File: src/rtl/dram_pkg.sv
// Shared widths and command payload for the dram_ori request front-end.
package dram_pkg;

    localparam int unsigned AW = 20;
    localparam int unsigned DW = 8;

    typedef struct packed {
        logic          we;
        logic [AW-1:0] addr;
        logic [DW-1:0] wdata;
    } dram_cmd_t;

    localparam int unsigned CMD_W = $bits(dram_cmd_t);

endpackage

File: src/rtl/sync_fifo.sv
// Single-clock FIFO with wrap-around pointers; the extra pointer bit separates full from empty.
module sync_fifo #(
    parameter int unsigned WIDTH = 8,
    parameter int unsigned DEPTH = 4
) (
    input  logic                     clk,
    input  logic                     rst,
    input  logic                     push,
    input  logic [WIDTH-1:0]         din,
    input  logic                     pop,
    output logic [WIDTH-1:0]         dout,
    output logic                     full,
    output logic                     empty,
    output logic [$clog2(DEPTH):0]   count
);

    localparam int unsigned PW = $clog2(DEPTH);
    localparam int unsigned CW = PW + 1;

    logic [CW-1:0]    wr_ptr_q, wr_ptr_d;
    logic [CW-1:0]    rd_ptr_q, rd_ptr_d;
    logic [WIDTH-1:0] mem_q [DEPTH];
    logic [WIDTH-1:0] mem_d [DEPTH];
    logic             do_push;
    logic             do_pop;

    assign count   = wr_ptr_q - rd_ptr_q;
    assign full    = (count == CW'(DEPTH));
    assign empty   = (count == '0);
    assign do_push = push & ~full;
    assign do_pop  = pop & ~empty;
    assign dout    = mem_q[rd_ptr_q[PW-1:0]];

    always_comb begin
        mem_d    = mem_q;
        wr_ptr_d = wr_ptr_q;
        rd_ptr_d = rd_ptr_q;
        if (do_push) begin
            mem_d[wr_ptr_q[PW-1:0]] = din;
            wr_ptr_d                = wr_ptr_q + CW'(1);
        end
        if (do_pop) begin
            rd_ptr_d = rd_ptr_q + CW'(1);
        end
    end

    always_ff @(posedge clk) begin
        if (rst) begin
            wr_ptr_q <= '0;
            rd_ptr_q <= '0;
        end else begin
            wr_ptr_q <= wr_ptr_d;
            rd_ptr_q <= rd_ptr_d;
        end
    end

    // Storage needs no reset: pointers define which entries are meaningful.
    always_ff @(posedge clk) begin
        mem_q <= mem_d;
    end

endmodule

File: src/rtl/dram_req_ctrl.sv
// In-order request front-end for dram_ori: request FIFO, credit-gated read issue,
// registered array strobes and a back-pressurable read response FIFO.
module dram_req_ctrl
    import dram_pkg::*;
#(
    parameter int unsigned REQ_DEPTH = 4,
    parameter int unsigned RSP_DEPTH = 4,
    parameter int unsigned RD_LAT    = 1
) (
    input  logic          clk,
    input  logic          rst,
    input  logic          req_valid,
    output logic          req_ready,
    input  logic          req_we,
    input  logic [AW-1:0] req_addr,
    input  logic [DW-1:0] req_wdata,
    output logic          rsp_valid,
    input  logic          rsp_ready,
    output logic [DW-1:0] rsp_data,
    output logic          dram_ren,
    output logic          dram_wen,
    output logic [AW-1:0] dram_raddr,
    output logic [AW-1:0] dram_waddr,
    output logic [DW-1:0] dram_wdata,
    input  logic [DW-1:0] dram_rdata,
    output logic          busy
);

    localparam int unsigned CRW = $clog2(RSP_DEPTH + 1);
    localparam int unsigned RQC = $clog2(REQ_DEPTH) + 1;
    localparam int unsigned RSC = $clog2(RSP_DEPTH) + 1;

    dram_cmd_t       req_cmd;
    dram_cmd_t       head;
    logic            req_full, req_empty, req_push, req_pop;
    logic [RQC-1:0]  req_count;
    logic            rsp_full, rsp_empty, rsp_push, rsp_pop;
    logic [RSC-1:0]  rsp_count;
    logic            issue_wr, issue_rd;

    logic [CRW-1:0]    credit_q, credit_d;
    logic [RD_LAT-1:0] inflight_q, inflight_d;
    logic              dram_ren_q, dram_ren_d;
    logic              dram_wen_q, dram_wen_d;
    logic [AW-1:0]     dram_raddr_q, dram_raddr_d;
    logic [AW-1:0]     dram_waddr_q, dram_waddr_d;
    logic [DW-1:0]     dram_wdata_q, dram_wdata_d;

    assign req_cmd  = {req_we, req_addr, req_wdata};
    assign req_push = req_valid & ~req_full;

    sync_fifo #(.WIDTH(CMD_W), .DEPTH(REQ_DEPTH)) u_req_fifo (
        .clk   (clk),
        .rst   (rst),
        .push  (req_push),
        .din   (req_cmd),
        .pop   (req_pop),
        .dout  (head),
        .full  (req_full),
        .empty (req_empty),
        .count (req_count)
    );

    assign rsp_push = inflight_q[RD_LAT-1];
    assign rsp_pop  = rsp_ready & ~rsp_empty;

    sync_fifo #(.WIDTH(DW), .DEPTH(RSP_DEPTH)) u_rsp_fifo (
        .clk   (clk),
        .rst   (rst),
        .push  (rsp_push),
        .din   (dram_rdata),
        .pop   (rsp_pop),
        .dout  (rsp_data),
        .full  (rsp_full),
        .empty (rsp_empty),
        .count (rsp_count)
    );

    // Head-of-line issue: a read without a credit blocks everything behind it.
    assign issue_wr = ~req_empty & head.we;
    assign issue_rd = ~req_empty & ~head.we & (credit_q != '0);
    assign req_pop  = issue_wr | issue_rd;

    always_comb begin
        credit_d      = credit_q - CRW'(issue_rd) + CRW'(rsp_pop);
        inflight_d    = inflight_q;
        inflight_d[0] = dram_ren_q;
        for (int i = 1; i < int'(RD_LAT); i++) begin
            inflight_d[i] = inflight_q[i-1];
        end
        dram_wen_d   = issue_wr;
        dram_ren_d   = issue_rd;
        dram_waddr_d = issue_wr ? head.addr  : dram_waddr_q;
        dram_wdata_d = issue_wr ? head.wdata : dram_wdata_q;
        dram_raddr_d = issue_rd ? head.addr  : dram_raddr_q;
    end

    always_ff @(posedge clk) begin
        if (rst) begin
            credit_q     <= CRW'(RSP_DEPTH);
            inflight_q   <= '0;
            dram_ren_q   <= 1'b0;
            dram_wen_q   <= 1'b0;
            dram_raddr_q <= '0;
            dram_waddr_q <= '0;
            dram_wdata_q <= '0;
        end else begin
            credit_q     <= credit_d;
            inflight_q   <= inflight_d;
            dram_ren_q   <= dram_ren_d;
            dram_wen_q   <= dram_wen_d;
            dram_raddr_q <= dram_raddr_d;
            dram_waddr_q <= dram_waddr_d;
            dram_wdata_q <= dram_wdata_d;
        end
    end

    // Credits reserve a response slot per issued read, so a full rsp FIFO never sees a push.
    a_no_rsp_overflow: assert property (@(posedge clk) disable iff (rst) !(rsp_push && rsp_full));

    assign req_ready  = ~req_full;
    assign rsp_valid  = ~rsp_empty;
    assign dram_ren   = dram_ren_q;
    assign dram_wen   = dram_wen_q;
    assign dram_raddr = dram_raddr_q;
    assign dram_waddr = dram_waddr_q;
    assign dram_wdata = dram_wdata_q;
    assign busy       = (req_count != '0) | dram_ren_q | (|inflight_q) | (rsp_count != '0);

endmodule

File: config.mk
export PLATFORM = sky130hd
export DESIGN_NAME = dram_req_ctrl
export DESIGN_NICKNAME = d
export VERILOG_FILES = /design/src/rtl/dram_pkg.sv /design/src/rtl/sync_fifo.sv /design/src/rtl/dram_req_ctrl.sv
export SDC_FILE = /design/constraint.sdc
export NUM_CORES = 1
export LEC_CHECK = 0
export ABC_AREA = 1
export CAP_MARGIN = 5
export CORE_MARGIN = 10
export CORE_UTILIZATION = 45
export CTS_CLUSTER_SIZE = 16
export DETAILED_ROUTE_END_ITERATION = 7
export GPL_TIMING_DRIVEN = 0
export PLACE_DENSITY = 0.72
export SYNTH_ARGS = -nofsm -noshare
export SYNTH_HDL_FRONTEND = slang
export SYNTH_SLANG_ARGS = --single-unit
File: constraint.sdc
create_clock -name clk -period 9 [get_ports clk]
set_input_delay 2.25 -clock clk [delete_from_list [all_inputs] [get_ports clk]]
set_output_delay 2.25 -clock clk [all_outputs]
set_load 0.1 [all_outputs]
Yosys cells after proc, flatten, opt, wreduce, memory -nomap -nowiden

Cells that the tools add are included.

Output and inout port bits: 61
Bits in latches: 0
Input bits: 41
Logic and storage cells: 76
Memories: 0
Bits in registers: 214
Memory bits (writable): 0
Bits in read-only memories: 0

$add $sub $neg: 8
Reduce and logical (&&, ||, !) cells: 7
Equality and inequality tests: 2
Multipliers: 0
Shift-type cells: 0
Mux-type cells: 12
Order comparisons: 6
Bitwise logic cells: 22
Div/mod/pow operators: 0

Operators by type and width:

| operator              | count |
|---|---|
| $bwmux W116           | 1 |
| $mux W29              | 3 |
| $bmux W29 S2          | 1 |
| $demux W29 S2         | 1 |
| $bwmux W32            | 1 |
| $mux W8               | 3 |
| $bmux W8 S2           | 1 |
| $demux W8 S2          | 1 |
| $add A3 B1 Y3 const B | 4 |
| $ge A3 B3 Y1 const B  | 4 |
| $not A2 Y3            | 4 |
| $and A1 B1 Y1         | 9 |
| $reduce_bool A3 Y1    | 3 |
| $eq A3 B3 Y1 const B  | 2 |
| $logic_not A3 Y1      | 2 |
| $lt A3 B1 Y1 const B  | 2 |
| $sub A3 B3 Y3         | 2 |
| $not A1 Y1            | 5 |
| $or A1 B1 Y1          | 4 |
| $add A3 B1 Y3         | 1 |
| $sub A3 B1 Y3         | 1 |
| $logic_and A1 B1 Y1   | 2 |

Depth between registers and ports, before layout

Gate-level depths: netlist of the first run.

Depth in word-level cells: 9
Gate-level depth with buffers: 17
Mapped depth without buffers: 16

Hierarchy

A second synthesis of the first run with hierarchy kept.

Cell total of the unflattened synthesis: 789
Area total of the unflattened synthesis: 8,570.7 sq um

By module, submodules not included:

| module                  | seq. area each (sq um) | cells an instance | instances | area each (sq um) |
|---|---|---|---|---|
| sync_fifo at u_req_fifo | 3,603.5                | 359               | 1         | 4,785.8 |
| dram_req_ctrl           | 1,081.0                | 276               | 1         | 2,118.3 |
| sync_fifo at u_rsp_fifo | 1,081.0                | 154               | 1         | 1,666.6 |

Least setup slack after synthesis of the first run

Ideal clock, no wire load.

Path kind: flip-flop to output port
From: reg u_rsp_fifo.rd_ptr_q[1]
To: out busy
Path slack: 3,894 ps
Stages on the path, launching flop included: 11
Required time: 6,750 ps
Data arrival time: 2,856 ps
Buffers on the path: 1
Path through: dfxtp_1 > clkbuf_1 > inv_1 > ha_1 > inv_1 > nor2_1 > nor2_1 > nand2_1 > nand3_1 > nor2_1 > nand2_1

Longest elaborated chain between the ends: 3

Ends and longest elaborated chain:

| item                   | RTL line             | text |
|---|---|---|
| start, declared        | sync_fifo.sv:21      | `logic [CW-1:0] rd_ptr_q, rd_ptr_d;` |
| start signal, assigned | sync_fifo.sv:53      | `rd_ptr_q <= rd_ptr_d;` |
| $sub A3 B3 Y3          | sync_fifo.sv:27      | `assign count = wr_ptr_q - rd_ptr_q;` |
| $reduce_bool A3 Y1     | dram_req_ctrl.sv:128 | `assign busy = (req_count != '0) \| dram_ren_q \| (\|inflight_q) \| (rsp_count != '0);` |
| $or A1 B1 Y1           | dram_req_ctrl.sv:128 |  |
| end, declared          | dram_req_ctrl.sv:26  | `output logic busy` |

No other way between the ends.

Worst setup path in the final report of the first run

Same ends and word-level chain as after synthesis.

==> results of run 1 <==
synthesized netlist by cell type (all sizes together):
cell type	number	area share, %
or2	1	0.074
inv	62	2.8
o211ai	1	0.089
o21bai	1	0.089
a32o	5	0.59
dfxtp	66	16
xnor2	1	0.10
ha	16	2.4
a21oi	28	1.7
nor2	154	6.9
o22ai	16	1.2
clkbuf	15	0.67
xor2	6	0.62
fa	1	0.24
edfxtp	148	53
nand3	8	0.62
buf	21	1.5
o21ai	77	4.6
o22a	15	1.6
nor3	1	0.059
nand2	130	5.9
kinds of logic (layout without fill, tap and decap cells):
logic type,after synthesis,after routing
AND/OR/NAND/NOR,294,294
flip-flops,214,214
adder cells (fa/ha/maj),17,17
buffers and inverters,98,242
XOR/XNOR,7,7
AO/OA/AOI/OAI,143,143
per-stage QoR:
| step | area (um2) | std cells | hold slack [ns] |
|---|---|---|---|
| 4_1_cts | 10500 | 1151 | 0.454 |
| 2_1_floorplan | 8440 | 773 | 0.474 |
| 3_3_place_gp | 9740 | 1107 | 0.452 |
| 3_5_place_dp | 9840 | 1110 | 0.446 |
| 5_1_grt | 10500 | 1151 | 0.487 |
| 6_report | 10500 | 1151 | 0.459 |
path summary, 6_finish.rpt:
path,to,cells past startpoint,startpoint
worst min register to register,inflight_q,2,dram_ren
worst max register to register,credit_q[2],17,u_req_fifo.rd_ptr_q[1]
worst max-delay path,busy,11,u_rsp_fifo.rd_ptr_q[1]
worst min-delay path,inflight_q,2,dram_ren
routing by layer:
layer	up-vias	share of wire, %
li1	2875	-
met1	2787	42
met2	206	48
met3	30	8.7
met4	0	1.8
met5	-	0
final cells by class:
class	count	area [um2]
fill	1533	8060
sequential	214	5770
multi-input combinational	461	2290
timing repair buffer	103	1070
clock buffer	32	619
tap	234	293
inverter	62	238
buffer	36	184
clock inverter	9	70.1
sequential cells by signal (all words and copies together), names as in the netlist:
| name | flops |
|---|---|
| credit_q | 3 |
| dram_raddr | 20 |
| dram_ren | 1 |
| dram_waddr | 20 |
| dram_wdata | 8 |
| dram_wen | 1 |
| inflight_q | 1 |
| u_req_fifo.mem_q | 116 |
| u_req_fifo.rd_ptr_q | 3 |
| u_req_fifo.wr_ptr_q | 3 |
| u_rsp_fifo.mem_q | 32 |
| u_rsp_fifo.rd_ptr_q | 3 |
| u_rsp_fifo.wr_ptr_q | 3 |
critical path: stages (launching register included):
cell	delay [ns]
dfxtp_1	0.32
clkbuf_1	0.32
inv_1	0.25
ha_1	0.36
inv_1	0.08
nor2_1	0.04
nor2_1	0.10
nand2_1	0.08
nand3_1	0.18
nor2_1	0.06
nand2_1	0.08
clkdlybuf4s50_1	1.14
==> out/results.tsv, run 1 <==
metric	value	unit
status	completed	
period_share	64.1	%
synth_top_family_by_area	simple AND/OR/NAND/NOR gates	
grt_pass1_wl	31300	um
route.detailed.drc	0	
path_clk_slew	0.06	ns
path_max_fanout	10	
rows	50	
worstPathArrival	3.52	ns
clock-sinks	214	
max_freq	173	MHz
drt_wl_total	20200	um
synthCells	773	
clockBufferDepth	3	
area_growth	24.6	%
initial_utilization	45.4	%
final_max_slew_viol_count	0	
cts_root_buf	clkbuf_16	
cts_hold_buffers	0	
cts_inserted_buffers	23	
finalWeightedCongestion	0.757	
postCtsSetupBuffers	0	
skew	0.0166	ns
syn_area	0.00844	mm2
yosysWarnings	0	
r2r_slack	5.58	ns
drt_pre_antenna_iters	5	
synth_nets	831	
final_hold_viol_count	0	
grt_use_met2	27.6	%
cts_tree	done	
timing.max_slew.rel_slack	29.4	%
min_path_type	reg2reg	
cp-end-kind	output port	
synth_adder_area_share	2.61	%
cap_viol_max_count	0	
synth_cell_types	31	
place_ws	3.71	ns
die_x	157	um
min_period	5.77	ns
dieArea	0.0246	mm2
grt_max_degree	30	
core-area	0.0186	mm2
die_y	157	um
layout_common_cells	149 x nor2_1, 148 x edfxtp_1, 127 x nand2_1	
ant_nets	0	
post_route_cells_drive_above_1_share	7.52	%
synth_compound_area_share	9.78	%
antenna_found_initial	0	
gr-usage-met1	20.1	%
setup_tns	0	ns
synth-seq-cells	214	
syn_area_per_cell	10.9	um2
rsz0062_at_grt	no	
path_class	reg2out	
first_global_vias	5805	
post-route-util	56.6	%
setup_viol	0	
finalWorstSetupSlack	3.23	ns
worst_slew_pin_slew	1.06	ns
synthSimpleGateAreaFrac	13.6	%
drtIter0Drc	396	
synth_mux_area_share	0	%
vias_per_cell	5.12	
grt_util_met3	4.18	%
synth_xor_area_share	0.726	%
n_antenna_cell	0	
track_usage	16.2	%
critPathRequiredTime	6.75	ns
critPathLaunchType	flop	
port_buffers	100	
cts_max_level	1	
final_common_cell	nor2_1	
synth_seq_area_share	68.3	%
overflow	0	
vias	5898	
cts_resized	0	
dp.final_hpwl	13700	um
clk-insertion-delay-late	0.50	ns
wl_per_cell	17.5	um
ios	102	
nNetsFinal	959	
grt_busiest_layer	met2	
Power of run 1 is left out: the tool's default activity adds up to more than one toggle a clock period on the data nets, which glitch-free logic cannot reach.
==> inputs of run 2 (changes only) <==
clock period = 6 ns   (was 9 ns; I/O delays follow)
==> results of run 2 <==
Same layout as run 1 (identical final DEF). Status: completed.
Main changes from that run: setup slack after placement 3.71 ns -> 1.46 ns; setup slack after layout 3.23 ns -> 0.984 ns; register-to-register setup slack 5.58 ns -> 2.58 ns
Power of run 2 is left out for the same reason.
==> inputs of run 3 (changes only) <==
clock period = 5.16 ns   (was 6 ns; I/O delays follow)
==> results of run 3 <==
Same layout as run 1 (identical final DEF). Status: completed.
Main changes from that run: setup slack after placement 3.71 ns -> 0.828 ns; setup slack after layout 3.23 ns -> 0.354 ns; register-to-register setup slack 5.58 ns -> 1.74 ns
Power of run 3 is left out for the same reason.
